### src/rtl/heading_pkg.sv
// Shared definitions for the heading filter slice: cardinal codes, sector
// boundaries and FSM state encoding.
package heading_pkg;

  typedef enum logic [2:0] {
    CARD_N  = 3'd0,
    CARD_NE = 3'd1,
    CARD_E  = 3'd2,
    CARD_SE = 3'd3,
    CARD_S  = 3'd4,
    CARD_SW = 3'd5,
    CARD_W  = 3'd6,
    CARD_NW = 3'd7
  } cardinal_e;

  localparam logic [8:0] DEG_FULL = 9'd360;

  // Lower bound (inclusive) of each sector; SECT_N_HI reopens north.
  localparam logic [8:0] SECT_NE   = 9'd23;
  localparam logic [8:0] SECT_E    = 9'd68;
  localparam logic [8:0] SECT_SE   = 9'd113;
  localparam logic [8:0] SECT_S    = 9'd158;
  localparam logic [8:0] SECT_SW   = 9'd203;
  localparam logic [8:0] SECT_W    = 9'd248;
  localparam logic [8:0] SECT_NW   = 9'd293;
  localparam logic [8:0] SECT_N_HI = 9'd338;

  typedef enum logic [1:0] {
    ST_EMPTY  = 2'd0,
    ST_TRACK  = 2'd1,
    ST_CALC   = 2'd2,
    ST_UPDATE = 2'd3
  } state_e;

endpackage

### src/rtl/heading_to_cardinal.sv
// Combinational map from a 0-359 degree heading to an 8-point cardinal code.
module heading_to_cardinal
  import heading_pkg::*;
(
  input  logic [8:0] heading,
  output logic [2:0] cardinal
);

  cardinal_e code;

  always_comb begin
    if (heading < SECT_NE || heading >= SECT_N_HI) code = CARD_N;
    else if (heading < SECT_E)                     code = CARD_NE;
    else if (heading < SECT_SE)                    code = CARD_E;
    else if (heading < SECT_S)                     code = CARD_SE;
    else if (heading < SECT_SW)                    code = CARD_S;
    else if (heading < SECT_W)                     code = CARD_SW;
    else if (heading < SECT_NW)                    code = CARD_W;
    else                                           code = CARD_NW;
  end

  assign cardinal = code;

endmodule

### src/rtl/heading_filter.sv
// Wrap-aware fixed-point EMA on raw headings, with cardinal code, settled and
// stale-data flags for the display path.
module heading_filter
  import heading_pkg::*;
#(
  parameter int unsigned SHIFT          = 2,
  parameter int unsigned FRAC           = 4,
  parameter int unsigned SETTLE_TOL     = 5,
  parameter int unsigned SETTLE_COUNT   = 8,
  parameter int unsigned TIMEOUT_CYCLES = 4000000
) (
  input  logic       clk,
  input  logic       reset,
  input  logic [8:0] heading_in,
  input  logic       heading_valid,
  output logic [8:0] heading_out,
  output logic [2:0] cardinal,
  output logic       out_valid,
  output logic       settled,
  output logic       stale,
  output logic       overrun
);

  localparam int unsigned FW = FRAC + 9;
  localparam int unsigned DW = FRAC + 10;
  localparam int unsigned SW = DW + 1;
  localparam int unsigned CW = $clog2(SETTLE_COUNT + 1);
  localparam int unsigned TW = $clog2(TIMEOUT_CYCLES + 1);

  localparam logic signed [DW-1:0] FULL     = DW'(int'(DEG_FULL) << FRAC);
  localparam logic signed [DW-1:0] HALF     = FULL >>> 1;
  localparam logic signed [DW-1:0] TOL      = DW'(SETTLE_TOL << FRAC);
  localparam logic        [FW:0]   RND_HALF = (FW+1)'(1 << (FRAC - 1));
  localparam logic        [CW-1:0] CNT_MAX  = CW'(SETTLE_COUNT);
  localparam logic        [TW-1:0] TMO_LAST = TW'(TIMEOUT_CYCLES - 1);
  localparam logic        [TW-1:0] TMO_MAX  = TW'(TIMEOUT_CYCLES);

  state_e                state_q, state_d;
  logic                  load_q, load_d;
  logic        [FW-1:0]  h_q, h_d;
  logic        [FW-1:0]  f_q, f_d;
  logic signed [DW-1:0]  diff_q, diff_d;
  logic        [8:0]     heading_q, heading_d;
  logic        [2:0]     card_q, card_d;
  logic                  out_valid_q, out_valid_d;
  logic                  settled_q, settled_d;
  logic                  stale_q, stale_d;
  logic                  overrun_q, overrun_d;
  logic        [CW-1:0]  settle_cnt_q, settle_cnt_d;
  logic        [TW-1:0]  tmo_cnt_q, tmo_cnt_d;

  logic                  busy, accept, timeout_hit;
  logic signed [DW-1:0]  diff_raw, diff_w, step;
  logic signed [SW-1:0]  f_sum;
  logic        [FW-1:0]  f_new;
  logic        [FW:0]    rnd;
  logic        [9:0]     hdg_round;
  logic                  in_tol;

  assign busy        = (state_q == ST_CALC) || (state_q == ST_UPDATE);
  assign accept      = heading_valid && (heading_in < DEG_FULL) && !busy;
  assign timeout_hit = !accept && (tmo_cnt_q == TMO_LAST);

  always_ff @(posedge clk) begin
    if (reset) begin
      state_q      <= ST_EMPTY;
      load_q       <= 1'b0;
      h_q          <= '0;
      f_q          <= '0;
      diff_q       <= '0;
      heading_q    <= '0;
      card_q       <= '0;
      out_valid_q  <= 1'b0;
      settled_q    <= 1'b0;
      stale_q      <= 1'b1;
      overrun_q    <= 1'b0;
      settle_cnt_q <= '0;
      tmo_cnt_q    <= '0;
    end else begin
      state_q      <= state_d;
      load_q       <= load_d;
      h_q          <= h_d;
      f_q          <= f_d;
      diff_q       <= diff_d;
      heading_q    <= heading_d;
      card_q       <= card_d;
      out_valid_q  <= out_valid_d;
      settled_q    <= settled_d;
      stale_q      <= stale_d;
      overrun_q    <= overrun_d;
      settle_cnt_q <= settle_cnt_d;
      tmo_cnt_q    <= tmo_cnt_d;
    end
  end

  always_comb begin
    state_d = state_q;
    load_d  = load_q;
    case (state_q)
      ST_EMPTY, ST_TRACK: begin
        if (accept) begin
          state_d = ST_CALC;
          load_d  = (state_q == ST_EMPTY);
        end else if (timeout_hit) begin
          state_d = ST_EMPTY;
        end
      end
      ST_CALC:   state_d = ST_UPDATE;
      ST_UPDATE: state_d = ST_TRACK;
      default:   state_d = ST_EMPTY;
    endcase
  end

  // Shortest-path error: an exact 180 degree difference resolves positive.
  always_comb begin
    diff_raw = DW'(h_q) - DW'(f_q);
    diff_w   = diff_raw;
    if (diff_raw > HALF)       diff_w = diff_raw - FULL;
    else if (diff_raw <= -HALF) diff_w = diff_raw + FULL;

    step  = load_q ? diff_q : (diff_q >>> SHIFT);
    f_sum = $signed({2'b00, f_q}) + $signed({step[DW-1], step});
    if (f_sum < 0)         f_sum = f_sum + SW'(FULL);
    else if (f_sum >= FULL) f_sum = f_sum - SW'(FULL);
    f_new     = FW'(f_sum);
    rnd       = {1'b0, f_new} + RND_HALF;
    hdg_round = 10'(rnd >> FRAC);
    in_tol    = (diff_q <= TOL) && (diff_q >= -TOL);
  end

  always_comb begin
    h_d          = h_q;
    f_d          = f_q;
    diff_d       = diff_q;
    heading_d    = heading_q;
    out_valid_d  = 1'b0;
    settled_d    = settled_q;
    stale_d      = stale_q;
    settle_cnt_d = settle_cnt_q;
    overrun_d    = overrun_q | (heading_valid && busy);
    if (accept)                   tmo_cnt_d = '0;
    else if (tmo_cnt_q == TMO_MAX) tmo_cnt_d = tmo_cnt_q;
    else                          tmo_cnt_d = tmo_cnt_q + 1'b1;

    if (accept) h_d = {heading_in, {FRAC{1'b0}}};

    if (state_q == ST_CALC) diff_d = diff_w;

    if (state_q == ST_UPDATE) begin
      f_d         = f_new;
      heading_d   = (hdg_round == 10'(DEG_FULL)) ? '0 : 9'(hdg_round);
      out_valid_d = 1'b1;
      stale_d     = 1'b0;
      if (!load_q && in_tol)
        settle_cnt_d = (settle_cnt_q == CNT_MAX) ? settle_cnt_q : settle_cnt_q + 1'b1;
      else
        settle_cnt_d = '0;
      settled_d = (settle_cnt_d == CNT_MAX);
    end

    if (timeout_hit) begin
      stale_d      = 1'b1;
      settled_d    = 1'b0;
      settle_cnt_d = '0;
    end
  end

  heading_to_cardinal u_card (
    .heading  (heading_d),
    .cardinal (card_d)
  );

  assign heading_out = heading_q;
  assign cardinal    = card_q;
  assign out_valid   = out_valid_q;
  assign settled     = settled_q;
  assign stale       = stale_q;
  assign overrun     = overrun_q;

endmodule

### config.mk
export PLATFORM = sky130hd
export DESIGN_NAME = heading_filter
export DESIGN_NICKNAME = d
export VERILOG_FILES = /design/src/rtl/heading_pkg.sv /design/src/rtl/heading_to_cardinal.sv /design/src/rtl/heading_filter.sv
export SDC_FILE = /design/constraint.sdc
export NUM_CORES = 1
export LEC_CHECK = 0
export ABC_CLOCK_PERIOD_IN_PS = 10600
export CORE_ASPECT_RATIO = 2
export CORE_UTILIZATION = 35
export CTS_CLUSTER_SIZE = 10
export DETAILED_ROUTE_END_ITERATION = 6
export SLEW_MARGIN = 25
export SYNTH_ARGS = -nofsm -noshare
export SYNTH_HDL_FRONTEND = slang
export SYNTH_SLANG_ARGS = --single-unit
### constraint.sdc
create_clock -name clk -period 10.6 [get_ports clk]
set_clock_uncertainty 0.1 [all_clocks]
set_input_delay 2.12 -clock clk [delete_from_list [all_inputs] [get_ports clk]]
set_output_delay 2.12 -clock clk [all_outputs]
set_load 0.01 [all_outputs]
==> impl_summary.txt, run 1 <==
----------------------------------------------------
[Worst setup path]
  Nature of the critical path endpoint ... flop
  Largest driver fanout on the critical path ... 17
  Data required, critical path ... 10.74 ns
  Critical setup path kind ... flop to flop
  Worst path arrival time ... 5.92 ns
  Nature of the critical path startpoint ... flop

[Clock network]
  Total CTS buffers ... 9
  Cell chosen for the clock root ... sky130_fd_sc_hd__clkbuf_16
  Clock tree from TritonCTS ... yes
  Setup bufs post-CTS ... 0
  Buffer depth of the longest clock path ... 2
  Clock insertion delay at the later pin of the skew report ... approximately 0.35 ns
  Clock H-tree levels ... 3
  Post-CTS clock slew at the launch and capture registers of the worst setup and hold paths ... 0.07 ns
  Number of buffers inserted for hold repair after clock tree synthesis ... 0
  Clock sinks ... 81
  Count of instances resized after the clock tree is built ... 0

[Final layout]
  Fraction of layout cells with a size suffix above 1 ... 8.18%
  Number of antenna cells inserted ... 0
  Post-route design area ... approximately 6700 sq um
  Area growth, synth to finish ... 12.7%
  Filler cell count ... between 1500 and 2000
  Register Area ... 1620 sq um
  Number of nets in the finished design ... 836
  Multi-input gate area ... 4110 sq um
  Non-Filler Instances ... 1002

[Detailed routing]
  WL per Instance ... approximately 16 um
  Overall via count from detail_route ... approximately 5600
  DR vias/cell ... 5.60
  Total iterations of the first detailed-routing run ... 4
  Post-DRT Antenna Nets ... 0
  Detailed router's first-iteration violation count ... 226
  DRC ... 0
  Final wirelength ... 16300 um

[STA]
  RSZ-0062 raised after global routing ... false
  Sum Neg Setup Slack ... 0 ns
  Least-Margin Pin Slew ... 0.973 ns
  Post-layout minimum cycle time ... ~5.8 ns
  Max_slew headroom ... 35.1%
  Final setup vio count ... 0
  Final Hold Viols ... 0
  Final number of max-transition violations ... 0
  Period utilization ... 54.5%
  Achievable clock frequency ... 173 MHz

[Placement]
  Area after DPL ... roughly 6400 sq um
  GP Congestion ... 0.875
  Number of placed instances with taps included ... 986
  Count of port buffers added during placement ... 27
  HPWL after detailed placement ... 12600 um

[Floorplan]
  Boundary Pins ... 28
  Die height ... 187 um
  Horizontal die dimension ... around 94 um
  Starting density of the core ... 35.8%
  # rows ... 67
  Placeable core region ... 16700 sq um
  Die area ... 17600 sq um

[GRT]
  Total global routing track utilization ... roughly a fifth
  Total congestion overflow after global routing ... 0
  Busiest metal layer after global routing ... met2
  Via count of the first global-routing pass ... 5687
  Global-route wire length before repair ... ~27000 um
  Global Route met1 Usage ... 18.2%
  Number of antenna violations at the first check in global routing ... 0
  Met2 usage in global routing ... 37.8%
  Maximum number of pins on one net before global-route repair ... 47
  Met3 usage ... 2.28%

[Pwr]
  Net switching component of the power ... 0.330 mW
  Logic gate share of total power ... a little under a third
  Cell internal power dissipation ... 0.644 mW
  Clock power frac ... 35.4%
  Pwr Total ... just under 1 mW
  Worst voltage drop across the vdd grid ... 0.0888 mV
  Cell Pwr Density ... approximately 140 nW/um^2
  Switching power share of the total ... 33.9%
  Pleak ... between 2 and 3 nW
  Sequential share of power ... 34.1%

[Synthesis]
  Total of flip-flops plus latches after synthesis ... 81
  Top_reg_cell synth ... sky130_fd_sc_hd__dfxtp_1
  Netlist area before placement ... 5970 sq um
  Total nets after synthesis ... 824
  Number of synthesized flops with an enable pin ... 0
  Number of synthesis warnings ... 0
  Synth Instances ... 778
  Sequential area share after synthesis ... 27.2%
  Mapped Avg Cell Area ... between 7 and 8 sq um
  Fraction of registers with async set or reset after synthesis ... 0%
  Yosys cell types ... 82

[Flow run]
  Max Cap Viol ... 0

[Outcome]
  Outcome ... completed

[Min path]
  Worst min path class ... flop to flop

----------------------------------------------------
critical path: stages (launching register included):
cell                        delay (ns)
sky130_fd_sc_hd__dfxtp_1          0.72
sky130_fd_sc_hd__mux2_2           0.28
sky130_fd_sc_hd__ha_1             0.17
sky130_fd_sc_hd__inv_1            0.06
sky130_fd_sc_hd__fa_1             0.38
sky130_fd_sc_hd__nand2b_1         0.20
sky130_fd_sc_hd__a211oi_2         0.43
sky130_fd_sc_hd__o21ai_1          0.16
sky130_fd_sc_hd__or2_4            0.27
sky130_fd_sc_hd__ha_1             0.27
sky130_fd_sc_hd__inv_1            0.10
sky130_fd_sc_hd__nor2_1           0.06
sky130_fd_sc_hd__a221oi_1         0.61
sky130_fd_sc_hd__and2_1           0.22
sky130_fd_sc_hd__a311o_2          0.20
sky130_fd_sc_hd__nor4b_1          0.24
sky130_fd_sc_hd__o2111ai_1        0.36
sky130_fd_sc_hd__o21ai_1          0.45
sky130_fd_sc_hd__a21oi_1          0.12
sky130_fd_sc_hd__a211oi_1         0.27
cells by family (layout without fill, tap and decap cells):
| logic type | after synthesis | in the layout | synth area share (%) |
|---|---|---|---|
| simple gates | 314 | 314 | 25.7 |
| compound gates | 222 | 222 | 25.4 |
| flops | 81 | 81 | 27.2 |
| buf+inv | 62 | 79 | 3.98 |
| xor+xnor | 45 | 45 | 6.73 |
| fa+ha+maj | 34 | 34 | 7.26 |
| mux | 20 | 20 | 3.69 |
power groups by stage:
stage,sequential (mW),clock (mW),combinational [mW]
4_1_cts,0.332,0.351,0.296
6_report,0.332,0.345,0.297
3_3_place_gp,0.339,0,0.294
2_1_floorplan,0.333,0,0.232
3_5_place_dp,0.339,0,0.294
5_1_grt,0.334,0.363,0.330
cells in the final DEF (no fill, tap or decap), types with 4 or more instances in the layout:
master                            synthesis  layout
sky130_fd_sc_hd__nor2_1                  91      91
sky130_fd_sc_hd__nand2_1                 89      89
sky130_fd_sc_hd__dfxtp_1                 81      81
sky130_fd_sc_hd__a21oi_1                 61      61
sky130_fd_sc_hd__ha_1                    33      33
sky130_fd_sc_hd__inv_1                   32      32
sky130_fd_sc_hd__o21ai_0                 29      29
sky130_fd_sc_hd__nand3_1                 28      28
sky130_fd_sc_hd__nor3_1                  27      27
sky130_fd_sc_hd__clkdlybuf4s50_1          0      26
sky130_fd_sc_hd__xnor2_1                 25      25
sky130_fd_sc_hd__xor2_1                  19      19
sky130_fd_sc_hd__a211oi_1                14      14
sky130_fd_sc_hd__mux2_2                  13      13
sky130_fd_sc_hd__and2_1                  12      12
sky130_fd_sc_hd__o21a_1                  10      10
sky130_fd_sc_hd__a21o_1                  10      10
sky130_fd_sc_hd__o21ai_1                 10      10
sky130_fd_sc_hd__nor4_1                  10      10
sky130_fd_sc_hd__or3_1                   10      10
sky130_fd_sc_hd__clkbuf_16                0       9
sky130_fd_sc_hd__a211o_1                  7       7
sky130_fd_sc_hd__o211a_1                  7       7
sky130_fd_sc_hd__mux2i_1                  6       6
sky130_fd_sc_hd__a31oi_1                  6       6
sky130_fd_sc_hd__o2111ai_1                6       6
sky130_fd_sc_hd__nand4_1                  6       6
sky130_fd_sc_hd__nand2b_1                 5       5
sky130_fd_sc_hd__o211ai_1                 5       5
sky130_fd_sc_hd__nand3b_1                 5       5
sky130_fd_sc_hd__and3_1                   5       5
sky130_fd_sc_hd__o22ai_1                  5       5
sky130_fd_sc_hd__or2_2                    5       5
sky130_fd_sc_hd__a21boi_0                 4       4
sky130_fd_sc_hd__a41oi_1                  4       4
sky130_fd_sc_hd__o31a_1                   4       4
cell usage after synthesis, types with 5 or more instances:
library cell	n	share of area, %
sky130_fd_sc_hd__or2_2	5	0.52
sky130_fd_sc_hd__nand2b_1	5	0.52
sky130_fd_sc_hd__a21oi_1	61	5.1
sky130_fd_sc_hd__or3_1	10	1.0
sky130_fd_sc_hd__nand3_1	28	2.3
sky130_fd_sc_hd__nand3b_1	5	0.63
sky130_fd_sc_hd__o211a_1	7	1.2
sky130_fd_sc_hd__mux2_2	13	2.5
sky130_fd_sc_hd__a21o_1	10	1.3
sky130_fd_sc_hd__ha_1	33	6.9
sky130_fd_sc_hd__inv_1	32	2.0
sky130_fd_sc_hd__nor3_1	27	2.3
sky130_fd_sc_hd__and3_1	5	0.52
sky130_fd_sc_hd__clkbuf_1	23	1.4
sky130_fd_sc_hd__dfxtp_1	81	27
sky130_fd_sc_hd__nor4_1	10	1.0
sky130_fd_sc_hd__o21ai_0	29	2.4
sky130_fd_sc_hd__o21a_1	10	1.3
sky130_fd_sc_hd__a31oi_1	6	0.63
sky130_fd_sc_hd__nand2_1	89	5.6
sky130_fd_sc_hd__o22ai_1	5	0.52
sky130_fd_sc_hd__o211ai_1	5	0.63
sky130_fd_sc_hd__nor2_1	91	5.7
sky130_fd_sc_hd__and2_1	12	1.3
sky130_fd_sc_hd__mux2i_1	6	1.0
sky130_fd_sc_hd__o21ai_1	10	0.84
sky130_fd_sc_hd__xor2_1	19	2.8
sky130_fd_sc_hd__xnor2_1	25	3.7
sky130_fd_sc_hd__a211oi_1	14	1.8
sky130_fd_sc_hd__a211o_1	7	1.0
sky130_fd_sc_hd__o2111ai_1	6	0.88
sky130_fd_sc_hd__nand4_1	6	0.63
stage by stage:
stage / setup slack (ns) / hold slack [ns] / utilization (%)
global placement: 5.07 / 0.341 / 38.4
global route: 4.41 / 0.384 / 40.3
CTS: 4.83 / 0.363 / 40.3
finish: 4.83 / 0.359 / 40.3
detailed placement: 4.87 / 0.346 / 38.4
floorplan: 5.36 / 0.341 / -
per-layer routing:
metal | part of all wire, % | up-vias
li1 | - | 2852
met1 | 36 | 2630
met2 | 56 | 88
met3 | 2.0 | 45
met4 | 5.6 | 0
met5 | 0 | -
state kept, by name, summed over array words and instances, names as in the netlist:
register and cells:
cardinal 3, diff_q 14, f_q 13, h_q 9
heading_out 9, load_q 1, out_valid 1, overrun 1
settle_cnt_q 4, settled 1, stale 1, state_q 2
tmo_cnt_q 22
path summary, 6_finish.rpt:
check | cells past startpoint | slack, ns | startpoint | endpoint
worst max-delay path | 19 | 4.83 | load_q | cardinal[2]
worst max register to register | 19 | 4.83 | load_q | cardinal[2]
worst min register to register | 2 | 0.36 | h_q[10] | h_q[10]
worst min-delay path | 2 | 0.36 | h_q[10] | h_q[10]
final cells by class:
cell class,instances,share of cell area [%]
timing repair buffer,30,4.28
tap,207,3.85
clock buffer,9,3.35
clock inverter,7,1.47
inverter,33,1.84
sequential,81,24.1
multi-input combinational,635,61.1
No activity file was read; power rests on OpenSTA's default activity.
==> inputs of run 2 (changes only) <==
- ABC_CLOCK_PERIOD_IN_PS: 10600 -> 4900
- clock period: 10.6 -> 4.9 ns (I/O delays scaled with it)
==> impl_summary.txt, run 2 (synthesis gave the netlist of run 1 again) <==
----------------------------------------------------
[Pwr]
  Pleak ... 2.86 nW (+14%)
  Net switching component of the power ... 0.745 mW (+130%)
  Sequential share of power ... 33.6% (-0.5 points)
  Logic gate share of total power ... 35.6% (+5.1 points)
  Worst voltage drop across the vdd grid ... 0.185 mV (+110%)
  Cell internal power dissipation ... 1.39 mW (+120%)
  Cell Pwr Density ... 281 nW/um^2 (+94%)
  Clock power frac ... 30.8% (-4.6 points)
  Switching power share of the total ... 34.9% (+1.0 points)

[Clock network]
  Cell chosen for the clock root ... sky130_fd_sc_hd__clkbuf_16
  Buffer depth of the longest clock path ... 2 (unchanged)
  Number of buffers inserted for hold repair after clock tree synthesis ... 0 (unchanged)
  Clock sinks ... 81 (unchanged)
  Total CTS buffers ... 9 (unchanged)
  Post-CTS clock slew at the launch and capture registers of the worst setup and hold paths ... 0.06 ns (about the same)
  Clock H-tree levels ... 3 (unchanged)
  Clock tree from TritonCTS ... yes
  Clock insertion delay at the later pin of the skew report ... 0.34 ns (about the same)

[Detailed routing]
  Total iterations of the first detailed-routing run ... 4 (unchanged)
  Final wirelength ... 17800 um (+9.7%)
  Detailed router's first-iteration violation count ... 191 (-15%)
  DRC ... 0 (unchanged)
  DR vias/cell ... 5.65 (+0.78%)
  WL per Instance ... 16.7 um (+3.0%)
  Overall via count from detail_route ... 6026 (+7.3%)
  Post-DRT Antenna Nets ... 0 (unchanged)

[Floorplan]
  Die height ... 187 um (unchanged)
  Boundary Pins ... 28 (unchanged)
  # rows ... 67 (unchanged)
  Die area ... 17600 sq um (unchanged)
  Placeable core region ... 16700 sq um (unchanged)
  Starting density of the core ... 35.8% (unchanged)
  Horizontal die dimension ... 94.3 um (unchanged)

[Worst setup path]
  Nature of the critical path endpoint ... flop
  CP Depth ... 15 (-4)
  Critical path launch point ... load_q
  Worst path bufs/invs ... 1 (-1)
  Largest delay share family, worst path ... compound AO/OA/AOI/OAI gates
  R2R depth ... 15 (-4)
  Delay of the slowest cell on the worst path ... 0.45 ns (-0.27 ns)
  Largest driver fanout on the critical path ... 7 (-10)
  Worst path arrival time ... 4.91 ns (-1.01 ns)
  Startpoint of the most critical register-to-register path ... load_q
  Data required, critical path ... 5.02 ns (-5.72 ns)
  Cells traversed along the worst timing path ... buf_8 -> mux2_2 -> ha_1 -> nand2_1 -> a211oi_4 -> o21a_2 -> o21ai_0 -> mux2_2 -> a211o_1 -> a311o_2 -> or3_4 -> o31a_1 -> o31a_1 -> o2111ai_2 -> nor4b_2
  Nature of the critical path startpoint ... flop
  Critical setup path kind ... flop to flop
  Cell with the largest stage delay on the worst path ... sky130_fd_sc_hd__or3_4

[Final layout]
  Area growth, synth to finish ... 27.3%
  Flip-flop count of the largest register, all copies and words added ... 22 (unchanged)
  Registers with the highest flip-flop counts ... tmo_cnt_q (22), diff_q (14), f_q (13)
  Most frequent cells in the layout ... sky130_fd_sc_hd__nand2_1 (88), sky130_fd_sc_hd__nor2_1 (86), sky130_fd_sc_hd__dfxtp_1 (80)
  Non-Filler Instances ... 1067 (+6.5%)
  Fraction of layout cells with a size suffix above 1 ... 21.5% (+13 points)
  Number of antenna cells inserted ... 0 (unchanged)
  Number of nets in the finished design ... 901 (+7.8%)
  Most common cell after layout, fill and taps aside ... sky130_fd_sc_hd__nand2_1
  Largest Register ... tmo_cnt_q
  Post-route design area ... 7600 sq um (+13%)

[Placement]
  Count of port buffers added during placement ... 27 (unchanged)
  Area after DPL ... 6780 sq um (+6.0%)
  HPWL after detailed placement ... 13800 um (+9.5%)
  Number of placed instances with taps included ... 1035 (+5.0%)
  GP Congestion ... 0.885 (+1.2%)

[GRT]
  Global-route wire length before repair ... 28000 um (+4.1%)
  Total global routing track utilization ... 20.4% (+0.94 points)
  Total congestion overflow after global routing ... 0 (unchanged)
  Maximum number of pins on one net before global-route repair ... 47 (unchanged)
  Number of antenna violations at the first check in global routing ... 0 (unchanged)
  Via count of the first global-routing pass ... 5883 (+3.4%)

[STA]
  Post-layout minimum cycle time ... 4.79 ns (-0.985 ns)
  Final number of max-transition violations ... 0 (unchanged)
  Achievable clock frequency ... 209 MHz (+21%)
  Max_slew headroom ... 41.9% (+6.8 points)
  RSZ-0062 raised after global routing ... true
  Final Hold Viols ... 0 (unchanged)
  Least-Margin Pin Slew ... 0.868 ns (-0.106 ns)
  Period utilization ... 97.7% (+43 points)
  Final setup vio count ... 0 (unchanged)

[Min path]
  Hold depth ... 1 (-1)
  Beginning of the worst hold path ... stale
  Worst min path class ... flop to flop

[Outcome]
  Outcome ... completed

[Flow run]
  Max Cap Viol ... 0 (unchanged)

----------------------------------------------------
-- run 2: changes by cell type in the layout (fill, tap and decap cells not counted), moves of 5 or more --
cell and change:
sky130_fd_sc_hd__o21ai_2 +5, sky130_fd_sc_hd__ha_1 -9, sky130_fd_sc_hd__nor2_2 +5, sky130_fd_sc_hd__nor2_1 -5
sky130_fd_sc_hd__buf_4 +60, sky130_fd_sc_hd__a21oi_1 -5, sky130_fd_sc_hd__ha_2 +5, sky130_fd_sc_hd__o21ai_1 -8
-- run 2: worst paths after layout --
check | slack [ns] | end
setup / recovery | 0.11 | cardinal[0]
hold / removal | 0.35 | stale
setup reg to reg | 0.11 | cardinal[0]
hold reg to reg | 0.35 | stale
-- run 2: area by class of cell --
| cell class | count | area, sq um |
|---|---|---|
| tap | 207 | 259 |
| multi-input combinational | 636 | 4490 |
| fill | 1674 | 9090 |
| timing repair buffer | 94 | 810 |
| clock buffer | 11 | 253 |
| inverter | 33 | 124 |
| clock inverter | 5 | 38.8 |
| sequential | 81 | 1630 |
-- run 2: through the flow --
step           hold slack [ns]  setup slack [ns]  utilization (%)  total power [mW]  TNS (ns)
6_report                 0.353             0.112             45.5              2.14         0
5_1_grt                  0.383           -0.0760             45.5              2.24    -0.134
4_1_cts                  0.356           0.00363             42.6              2.08         0
3_5_place_dp             0.341           0.00377             40.7              1.42         0
3_3_place_gp             0.336           -0.0154             40.7              1.41   -0.0237
2_1_floorplan            0.341            0.0223                -              1.22         0
-- run 2: routing by layer --
layer  up-vias  global-route usage [%]  part of all wire [%]
li1       2992                       -                     -
met1      2876                    18.1                    34
met2        96                    40.2                    58
met3        62                    2.36                   1.6
met4         0                    14.4                   6.2
met5         -                       0                     0
-- run 2: worst reg2reg max path, cell delays in order, from the launching register on --
cell and delay (ns):
sky130_fd_sc_hd__dfxtp_4 0.40, sky130_fd_sc_hd__buf_8 0.13, sky130_fd_sc_hd__mux2_2 0.33, sky130_fd_sc_hd__ha_1 0.38, sky130_fd_sc_hd__nand2_1 0.13, sky130_fd_sc_hd__a211oi_4 0.36, sky130_fd_sc_hd__o21a_2 0.28, sky130_fd_sc_hd__o21ai_0 0.13
sky130_fd_sc_hd__mux2_2 0.35, sky130_fd_sc_hd__a211o_1 0.28, sky130_fd_sc_hd__a311o_2 0.41, sky130_fd_sc_hd__or3_4 0.45, sky130_fd_sc_hd__o31a_1 0.40, sky130_fd_sc_hd__o31a_1 0.31, sky130_fd_sc_hd__o2111ai_2 0.18, sky130_fd_sc_hd__nor4b_2 0.07
-- run 2: timing repair --
action                                 4_1_cts  5_1_grt
resized for setup                            5       75
setup buffers                                0       15
gates cloned                                 0        2
endpoints found under the hold margin        0        0
pin swaps                                    0       35
setup endpoints to repair                    2        7
-- run 2: power groups by stage --
stage | Clock (mW) | Sequential [mW] | Combinational [mW]
after floorplan | 0 | 0.720 | 0.504
after global placement | 0 | 0.729 | 0.685
after detailed placement | 0 | 0.729 | 0.686
after CTS | 0.672 | 0.715 | 0.693
after global routing | 0.698 | 0.720 | 0.827
final | 0.659 | 0.717 | 0.760
==> inputs of run 3 (changes only) <==
- SYNTH_HIERARCHICAL: unset -> 1
==> impl_summary.txt, run 3 <==
----------------------------------------------------
[Outcome]
  Violated checks ... setup timing
  Outcome ... finished with violations

[Final layout]
  Area growth, synth to finish ... 37.2%
  Registers with the highest flip-flop counts ... tmo_cnt_q (22), diff_q (14), f_q (13)
  Largest Register ... tmo_cnt_q
  Number of antenna cells inserted ... 0 (unchanged)
  Filler cell count ... 1626 (-2.9%)
  Register Area ... 1630 sq um (unchanged)
  Fraction of layout cells with a size suffix above 1 ... 26.5% (+5.0 points)
  Multi-input gate area ... 4480 sq um (-0.25%)
  Number of nets in the finished design ... 961 (+6.7%)
  Most frequent cells in the layout ... sky130_fd_sc_hd__buf_4 (132), sky130_fd_sc_hd__nand2_1 (102), sky130_fd_sc_hd__dfxtp_1 (80)
  Flip-flop count of the largest register, all copies and words added ... 22 (unchanged)
  Most common cell after layout, fill and taps aside ... sky130_fd_sc_hd__buf_4

[Min path]
  Worst min path class ... flop to flop

[Floorplan]
  # rows ... 66 (-1.5%)
  Starting density of the core ... 36.2% (+0.40 points)
  Die height ... 186 um (-0.45%)
  Die area ... 17400 sq um (-0.89%)
  Horizontal die dimension ... 93.9 um (-0.44%)
  Placeable core region ... 16400 sq um (-2.0%)
  Boundary Pins ... 28 (unchanged)

[Worst setup path]
  Worst path bufs/invs ... 4 (+3)
  Largest driver fanout on the critical path ... 8 (+1)
  Worst path arrival time ... 5.25 ns (+0.34 ns)
  Cells traversed along the worst timing path ... buf_6 -> mux2_2 -> ha_1 -> and2_1 -> a21oi_1 -> a21boi_2 -> buf_4 -> or2_2 -> a32o_1 -> o31ai_1 -> xnor2_1 -> buf_4 -> nand4b_1 -> xnor2_2 -> and4b_1 -> buf_6 -> nor2_4 -> nand4_1 -> a21o_1 -> a211o_1 -> o211a_1 -> nor2b_1
  Delay of the slowest cell on the worst path ... 0.39 ns (-0.06 ns)
  Largest delay share family, worst path ... compound AO/OA/AOI/OAI gates
  Data required, critical path ... 5.01 ns (about the same)
  Nature of the critical path startpoint ... flop
  Cell with the largest stage delay on the worst path ... sky130_fd_sc_hd__dfxtp_4
  Critical setup path kind ... flop to flop
  Nature of the critical path endpoint ... flop

[STA]
  Post-layout minimum cycle time ... 5.14 ns (+0.352 ns)
  Worst hold margin ... 0.355 ns (+0.00188 ns)
  Period utilization ... 105% (+7.2 points)
  Final setup vio count ... 3 (+3)
  Final number of max-transition violations ... 0 (unchanged)
  Least-Margin Pin Slew ... 1.01 ns (+0.144 ns)
  Achievable clock frequency ... 195 MHz (-6.9%)
  Smallest setup slack after layout ... -0.240 ns (-0.352 ns)
  Sum Neg Setup Slack ... -0.642 ns (-0.642 ns)
  RSZ-0062 raised after global routing ... true
  Final Hold Viols ... 0 (unchanged)
  Max_slew headroom ... 32.3% (-9.7 points)

[Detailed routing]
  Detailed router's first-iteration violation count ... 264 (+38%)
  DR vias/cell ... 5.47 (-3.1%)
  WL per Instance ... 16.5 um (-1.4%)
  Overall via count from detail_route ... 6150 (+2.1%)
  Post-DRT Antenna Nets ... 0 (unchanged)
  DRC ... 0 (unchanged)
  Final wirelength ... 18500 um (+3.8%)
  Total iterations of the first detailed-routing run ... 5 (+1)

[Clock network]
  Buffer depth of the longest clock path ... 2 (unchanged)
  Clock insertion delay at the later pin of the skew report ... 0.35 ns (about the same)
  Clock tree from TritonCTS ... yes
  Clock H-tree levels ... 3 (unchanged)
  Clock sinks ... 81 (unchanged)
  Total CTS buffers ... 9 (unchanged)
  Cell chosen for the clock root ... sky130_fd_sc_hd__clkbuf_16
  Post-CTS clock slew at the launch and capture registers of the worst setup and hold paths ... 0.06 ns (about the same)

[Synthesis]
  Fraction of registers with async set or reset after synthesis ... 0% (unchanged)
  Number of synthesis warnings ... 6 (+6)
  Total of flip-flops plus latches after synthesis ... 81 (unchanged)
  Top_reg_cell synth ... sky130_fd_sc_hd__dfxtp_1
  Biggest area contributors in the synthesized netlist ... sky130_fd_sc_hd__dfxtp_1 (27%), sky130_fd_sc_hd__ha_1 (7.0%), sky130_fd_sc_hd__nand2_1 (6.6%), sky130_fd_sc_hd__a21oi_1 (5.4%), sky130_fd_sc_hd__nor2_1 (4.8%)
  Mapped Avg Cell Area ... 7.75 sq um (+1.0%)
  Number of synthesized flops with an enable pin ... 0 (unchanged)
  Synth Instances ... 763 (-1.9%)
  Netlist area before placement ... 5910 sq um (-0.90%)
  Total nets after synthesis ... 809 (-1.8%)
  Sequential area share after synthesis ... 27.4% (+0.25 points)
  Cell type with the largest total area after synthesis ... sky130_fd_sc_hd__dfxtp_1
  Fraction of synthesized cell area taken by the top area cell type ... 27.4% (+0.25 points)
  Top post-synthesis cells by count ... sky130_fd_sc_hd__nand2_1 (104), sky130_fd_sc_hd__dfxtp_1 (81), sky130_fd_sc_hd__nor2_1 (75)
  Most numerous cell in the Yosys netlist ... sky130_fd_sc_hd__nand2_1
  Yosys cell types ... 89 (+8.5%)

[GRT]
  Total congestion overflow after global routing ... 0 (unchanged)
  Global-route wire length before repair ... 30400 um (+8.5%)
  Via count of the first global-routing pass ... 6410 (+9.0%)
  Number of antenna violations at the first check in global routing ... 0 (unchanged)
  Maximum number of pins on one net before global-route repair ... 47 (unchanged)
  Total global routing track utilization ... 22.6% (+2.2 points)

[Pwr]
  Worst voltage drop across the vdd grid ... 0.252 mV (+36%)
  Pleak ... 3.34 nW (+17%)
  Cell Pwr Density ... 286 nW/um^2 (+1.6%)

[Placement]
  Count of port buffers added during placement ... 27 (unchanged)
  GP Congestion ... 0.905 (+2.3%)
  HPWL after detailed placement ... 14600 um (+5.2%)

[Flow run]
  Max Cap Viol ... 0 (unchanged)

----------------------------------------------------
==> run 3: repair_timing <==
| action | 4_1_cts | 5_1_grt |
|---|---|---|
| endpoints found under the setup margin | 4 | 3 |
| gates resized for setup | 55 | 10 |
| setup buffers | 15 | 3 |
| hold buffers | 0 | 0 |
| pin swaps | 23 | 8 |
==> run 3: metal layers <==
layer	share of wire [%]	track usage, %	vias to the layer above
li1	-	-	3062
met1	33	18.7	2898
met2	59	46.9	125
met3	2.0	2.57	65
met4	6.3	15.4	0
met5	0	0	-
==> run 3: final cells by class <==
cell class / instances / area share, %
Inverter: 37 / 1.71
Timing Repair Buffer: 166 / 16.5
Sequential cell: 81 / 20.0
Clock inverter: 5 / 0.370
Tap cell: 204 / 3.15
Multi-Input combinational cell: 620 / 55.2
Clock buffer: 11 / 3.12
==> run 3: through the flow <==
step	setup WS, ns	area [sq um]	power, mW	std cells	util, %
floorplan	-0.120	6060	1.25	763	-
global placement	-0.614	7360	1.59	1091	45.0
detailed placement	-0.643	7360	1.59	1091	45.0
CTS	-0.214	8050	2.31	1121	49.2
global route	-0.427	8110	2.44	1124	49.6
finish	-0.240	8110	2.32	1124	49.6
==> run 3: cells by family (layout without fill, tap and decap cells) <==
group           Yosys count  after routing  share of synthesized area [%]
flops                    81             81                           27.4
compound gates          206            206                           24.7
fa+ha+maj                34             34                           7.32
xor+xnor                 46             46                           7.07
buf+inv                  62            219                           4.02
mux                      22             22                           4.00
simple gates            312            312                           25.5
==> run 3: where the power goes <==
group / total [mW] / switching [mW] / internal, mW
combinational: 0.970 / 0.518 / 0.451
clock: 0.637 / 0.270 / 0.368
sequential: 0.710 / 0.0241 / 0.686
total: 2.32 / 0.812 / 1.50
==> run 3: worst paths after layout <==
kind                              from     endpoint  slack, ns  depth (start not counted)
worst max-delay path            load_q  cardinal[0]      -0.24                         22
worst min-delay path             stale        stale       0.35                          1
worst max register to register  load_q  cardinal[0]      -0.24                         22
worst min register to register   stale        stale       0.35                          1
==> RTL edit 1 (config.mk and constraints of run 3) <==
Re-encode `state_e` (4 states) as one-hot, 4 bits wide.
--- a/src/rtl/heading_pkg.sv
+++ b/src/rtl/heading_pkg.sv
@@ -25,11 +25,11 @@
   localparam logic [8:0] SECT_NW   = 9'd293;
   localparam logic [8:0] SECT_N_HI = 9'd338;
 
-  typedef enum logic [1:0] {
-    ST_EMPTY  = 2'd0,
-    ST_TRACK  = 2'd1,
-    ST_CALC   = 2'd2,
-    ST_UPDATE = 2'd3
+  typedef enum logic [3:0] {
+    ST_EMPTY  = 4'b0001,
+    ST_TRACK  = 4'b0010,
+    ST_CALC   = 4'b0100,
+    ST_UPDATE = 4'b1000
   } state_e;
 
 endpackage
Formal check against the unedited RTL: same outputs for any inputs over 4 cycles, from zero or initial values and one cycle with reset high; so few cycles prove little.
==> RTL edit 1 against run 3 <==
The flow still finishes with violations (setup timing). Final cell count decreased by 0.27%. Setup slack got worse by 140 ps. Cell area decreased by 0.35%. Routed wire length decreased by 0.71%. Hold slack got worse by 5.6 ps. Non-clock buffer count decreased by 5. Synthesized area increased by 3.7%. Core utilization decreased by 2.6 points. Sequential cell count increased by 2.
Power is not compared: it rests on default switching activity, and its combinational part moved more than twofold at a synthesized area within 25%.
==> RTL edit 1: results (changes against run 3) <==
<table>
<tr><th>Metric</th><th>Value</th></tr>
<tr><th colspan="2">Run status</th></tr>
<tr><td>Outcome</td><td>complete, but fails checks</td></tr>
<tr><td>Violated checks</td><td>setup timing</td></tr>
<tr><th colspan="2">Timing</th></tr>
<tr><td>Endpoints failing setup</td><td>3 (unchanged)</td></tr>
<tr><td>Slew headroom</td><td>51.2% (+19 points)</td></tr>
<tr><td>Worst Slack Setup Final</td><td>-378 ps (-138 ps)</td></tr>
<tr><th colspan="2">Routing</th></tr>
<tr><td>Detailed-routing iteration count for the pre-antenna-repair pass</td><td>4 (-1)</td></tr>
<tr><td>DR vias/cell</td><td>5.42 (-0.96%)</td></tr>
<tr><td>Starting DRT DRC Count</td><td>177 (-33%)</td></tr>
<tr><th colspan="2">Global routing</th></tr>
<tr><td>GR Util All Layers</td><td>21.3% (-1.3 points)</td></tr>
<tr><td>Via count of the first global-routing pass</td><td>6139 (-4.2%)</td></tr>
<tr><td>Global-route wire length before repair</td><td>29.3 mm (-3.4%)</td></tr>
<tr><th colspan="2">Cells and area</th></tr>
<tr><td>Filler Cell Count</td><td>1765 (+8.5%)</td></tr>
<tr><td>Largest registers</td><td>tmo_cnt_q x22, diff_q x14, f_q x13</td></tr>
<tr><td>Fraction of final layout cells with drive strength greater than 1</td><td>25.8% (-0.73 points)</td></tr>
<tr><td>Nets</td><td>952 (-0.94%)</td></tr>
<tr><th colspan="2">Synthesis</th></tr>
<tr><td>Syn nets</td><td>808 (-0.12%)</td></tr>
<tr><td>Most common library cells after synthesis</td><td>nor2_1 (86), nand2_1 (84), dfxtp_1 (83)</td></tr>
<tr><td>Count of different cell masters after synthesis</td><td>99 (+11%)</td></tr>
<tr><td>Part of the Yosys area used for sequential elements</td><td>27.1% (-0.32 points)</td></tr>
<tr><td>Cell types occupying the most area after synthesis</td><td>dfxtp_1 (27%), ha_1 (6.7%), nor2_1 (5.3%)</td></tr>
<tr><td>Ys async rst share</td><td>0% (unchanged)</td></tr>
<tr><th colspan="2">Clocking</th></tr>
<tr><td>Number of buffers between clock root and the deepest sink</td><td>2 (unchanged)</td></tr>
<tr><th colspan="2">Placement</th></tr>
<tr><td>Area of placed instances</td><td>0.00764 mm2 (+3.7%)</td></tr>
<tr><td>DP HPWL</td><td>14.8 mm (+1.4%)</td></tr>
<tr><td>Worst slack after detailed placement</td><td>-637 ps (+5.91 ps)</td></tr>
<tr><td>Final estimated routing congestion in global placement</td><td>0.894 (-1.2%)</td></tr>
<tr><th colspan="2">Worst setup path</th></tr>
<tr><td>Worst endpoint data arrival time</td><td>5390 ps (+140 ps)</td></tr>
<tr><td>Peak per-stage delay on the critical path</td><td>410 ps (+20 ps)</td></tr>
<tr><th colspan="2">Power and ir drop</th></tr>
<tr><td>Overall power</td><td>1.67 mW</td></tr>
</table>
==> RTL edit 1: path summary, 6_finish.rpt <==
check                                    startpoint                     end  slack [ps]  cells past startpoint
worst max register to register  load_q$_SDFFE_PP0P_  cardinal[0]$_SDFF_PP0_        -380                     23
worst min-delay path             stale$_SDFFE_PP1P_      stale$_SDFFE_PP1P_         350                      1
worst min register to register   stale$_SDFFE_PP1P_      stale$_SDFFE_PP1P_         350                      1
worst max-delay path            load_q$_SDFFE_PP0P_  cardinal[0]$_SDFF_PP0_        -380                     23
==> RTL edit 1: cell type report <==
class	count	area share, %
Timing Repair Buffer	161	15.9
Clock inverter	2	0.124
Inverter	32	1.49
Sequential cell	83	20.6
Multi-Input combinational cell	619	55.4
Clock buffer	14	3.27
Tap cell	210	3.25
==> RTL edit 1: cell families after synthesis <==
family | share of synthesized area [%]
AND/OR/NAND/NOR | 26.9
XOR/XNOR | 8.55
AO/OA/AOI/OAI | 20.7
multiplexers | 5.80
adder cells (fa/ha/maj) | 7.06
buffers and inverters | 3.88
flip-flops | 27.1
==> RTL edit 1: what timing repair did <==
action	4_1_cts	5_1_grt
endpoints found under the setup margin	3	4
pin swaps	13	4
gates resized for setup	9	16
setup buffers	4	4
==> RTL edit 1: metal layers <==
layer / part of all wire (%) / wire length, um / global-route usage (%) / vias up
met5: 0 / 0 / 0 / -
met4: 8.2 / 1500 / 17.3 / 0
met3: 1.9 / 341 / 2.49 / 72
met2: 57 / 10400 / 41.3 / 111
met1: 33 / 6130 / 18.4 / 2848
li1: - / - / - / 3044
==> RTL edit 1: through the flow <==
step	hold slack (ps)	cells
after floorplan	346	762
after global placement	334	1097
after detailed placement	339	1097
after CTS	353	1117
after global routing	392	1121
final	349	1121
==> RTL edit 2 (settings of run 3) <==
Without the edit above. The parameter `SETTLE_COUNT` goes from 8 to 16.
--- a/src/rtl/heading_filter.sv
+++ b/src/rtl/heading_filter.sv
@@ -6,7 +6,7 @@
   parameter int unsigned SHIFT          = 2,
   parameter int unsigned FRAC           = 4,
   parameter int unsigned SETTLE_TOL     = 5,
-  parameter int unsigned SETTLE_COUNT   = 8,
+  parameter int unsigned SETTLE_COUNT   = 16,
   parameter int unsigned TIMEOUT_CYCLES = 4000000
 ) (
   input  logic       clk,
Behaviour: same outputs for any inputs over 4 cycles, from zero or initial values and one cycle with reset high; that may be too few to reach the edited logic, so the function may still have changed.
==> RTL edit 2 against run 3 <==
The flow still finishes with violations (setup timing). Sequential share of layout area grew 0.66 points. Maximum frequency shrank 1.8%. Setup slack lost 96 ps. Sequential cell count grew 1. Highest routed layer unchanged. Synthesized cell count shrank 4.7%. Routed wire length shrank 12%. Synthesized area grew 1.4%. First-iteration DRC count shrank 22%. Total power grew 1.5%. Non-clock buffer count shrank 14. Cell area shrank 2.0%.
==> RTL edit 2: results (changes against run 3) <==
<table>
<tr><th>Metric</th><th>Value</th></tr>
<tr><th colspan="2">Run status</th></tr>
<tr><td>Outcome</td><td>complete, but fails checks</td></tr>
<tr><td>Violated checks</td><td>setup timing</td></tr>
<tr><th colspan="2">Timing</th></tr>
<tr><td>Endpoints failing setup</td><td>3 (unchanged)</td></tr>
<tr><td>Worst Slack Setup Final</td><td>-336 ps (-96.1 ps)</td></tr>
<tr><td>Tightest hold margin</td><td>359 ps (+4.84 ps)</td></tr>
<tr><th colspan="2">Cells and area</th></tr>
<tr><td>Filler Cell Count</td><td>1621 (-0.31%)</td></tr>
<tr><td>Non-filler cells, final</td><td>1071 (-4.7%)</td></tr>
<tr><td>Nets</td><td>905 (-5.8%)</td></tr>
<tr><th colspan="2">Routing</th></tr>
<tr><td>Starting DRT DRC Count</td><td>207 (-22%)</td></tr>
<tr><td>Wirelength per Cell</td><td>15.3 um (-7.3%)</td></tr>
<tr><td>Detailed-routing iteration count for the pre-antenna-repair pass</td><td>4 (-1)</td></tr>
<tr><th colspan="2">Placement</th></tr>
<tr><td>DP HPWL</td><td>12.8 mm (-12%)</td></tr>
<tr><td>Worst slack after detailed placement</td><td>-648 ps (-4.60 ps)</td></tr>
<tr><td>Cell total after placement</td><td>1041 (-4.6%)</td></tr>
<tr><th colspan="2">Synthesis</th></tr>
<tr><td>Adder and majority gate portion of the synthesized area</td><td>7.22% (-0.098 points)</td></tr>
<tr><td>Post-synthesis compound-gate area fraction</td><td>23.2% (-1.4 points)</td></tr>
<tr><td>Mux cell area share after synthesis</td><td>4.91% (+0.91 points)</td></tr>
<tr><td>Post-Synth XOR/XNOR Area</td><td>8.48% (+1.4 points)</td></tr>
<tr><td>Cell types occupying the most area after synthesis</td><td>dfxtp_1 (27%), ha_1 (6.9%), nor2_1 (4.9%)</td></tr>
<tr><td>Syn nets</td><td>773 (-4.4%)</td></tr>
<tr><td>Number of standard cells after synthesis</td><td>727 (-4.7%)</td></tr>
<tr><th colspan="2">Worst setup path</th></tr>
<tr><td>Depth of the worst register-to-register path</td><td>25 (+14%)</td></tr>
<tr><td>Critical-path maximum fanout</td><td>6 (-2)</td></tr>
<tr><td>Endpoint of the lowest-slack register-to-register path</td><td>cardinal[2]$_SDFF_PP0_</td></tr>
<tr><th colspan="2">Power and ir drop</th></tr>
<tr><td>Internal power</td><td>1.52 mW (+1.2%)</td></tr>
</table>
[RTL edit 2: cell count changes after synthesis, moves of 6 or more]
cell / change
nand2_1: -30
a21oi_1: -16
buf_6: +7
nand3_1: -6
and3_1: -6
xnor2_1: +9
o21ai_0: -6
or3_1: -7
a31oi_1: +8
[RTL edit 2: what timing repair did]
| item | 4_1_cts | 5_1_grt |
|---|---|---|
| pin swaps | 13 | 14 |
| endpoints found under the hold margin | 0 | 0 |
| gates resized for setup | 24 | 23 |
| cloned | 0 | 0 |
| buffers inserted | 10 | 5 |
| setup endpoints to repair | 4 | 3 |
[RTL edit 2: how the worst max path moves through the flow]
stage / slack (ps) / endpoint / from
floorplan: -490 / cardinal[0]$_SDFF_PP0_ / load_q$_SDFFE_PP0P_
global placement: -590 / cardinal[2]$_SDFF_PP0_ / load_q$_SDFFE_PP0P_
detailed placement: -650 / cardinal[0]$_SDFF_PP0_ / load_q$_SDFFE_PP0P_
CTS: -320 / cardinal[0]$_SDFF_PP0_ / load_q$_SDFFE_PP0P_
global route: -520 / cardinal[0]$_SDFF_PP0_ / load_q$_SDFFE_PP0P_
finish: -340 / cardinal[2]$_SDFF_PP0_ / load_q$_SDFFE_PP0P_
[RTL edit 2: routing by layer]
layer / global-route usage, % / up-vias / share of wire (%)
li1: - / 2906 / -
met1: 19.4 / 2670 / 37
met2: 37.2 / 70 / 56
met3: 2.20 / 39 / 1.7
met4: 10.8 / 0 / 4.7
met5: 0 / - / 0
[RTL edit 2: cell type report]
type	count	area (um2)	share of cell area, %
Clock buffer	10	239	3.01
Tap cell	207	259	3.26
Sequential cell	82	1650	20.7
Multi-Input combinational cell	579	4400	55.3
Timing Repair Buffer	152	1220	15.4
Clock inverter	6	50.0	0.629
Inverter	35	136	1.71
[RTL edit 2: power by group through the flow]
stage / registers, mW / logic [mW] / clock network (mW)
floorplan: 0.723 / 0.601 / 0
global route: 0.715 / 1.06 / 0.701
finish: 0.712 / 0.983 / 0.657
global placement: 0.726 / 0.896 / 0
CTS: 0.712 / 0.959 / 0.673
detailed placement: 0.726 / 0.899 / 0
[RTL edit 2: metrics by stage]
stage | instance area, um2 | TNS, ps
after CTS | 7780 | -946
after floorplan | 6110 | -1400
after detailed placement | 7270 | -1900
final | 7950 | -971
after global placement | 7270 | -1720
after global routing | 7950 | -1500
[RTL edit 2: cells by family (layout without fill, tap and decap cells)]
logic type | count (synthesis) | after routing
adder cells (fa/ha/maj) | 34 | 34
AO/OA/AOI/OAI | 186 | 186
multiplexers | 27 | 27
buffers and inverters | 66 | 203
flip-flops | 82 | 82
XOR/XNOR | 55 | 55
AND/OR/NAND/NOR | 277 | 277
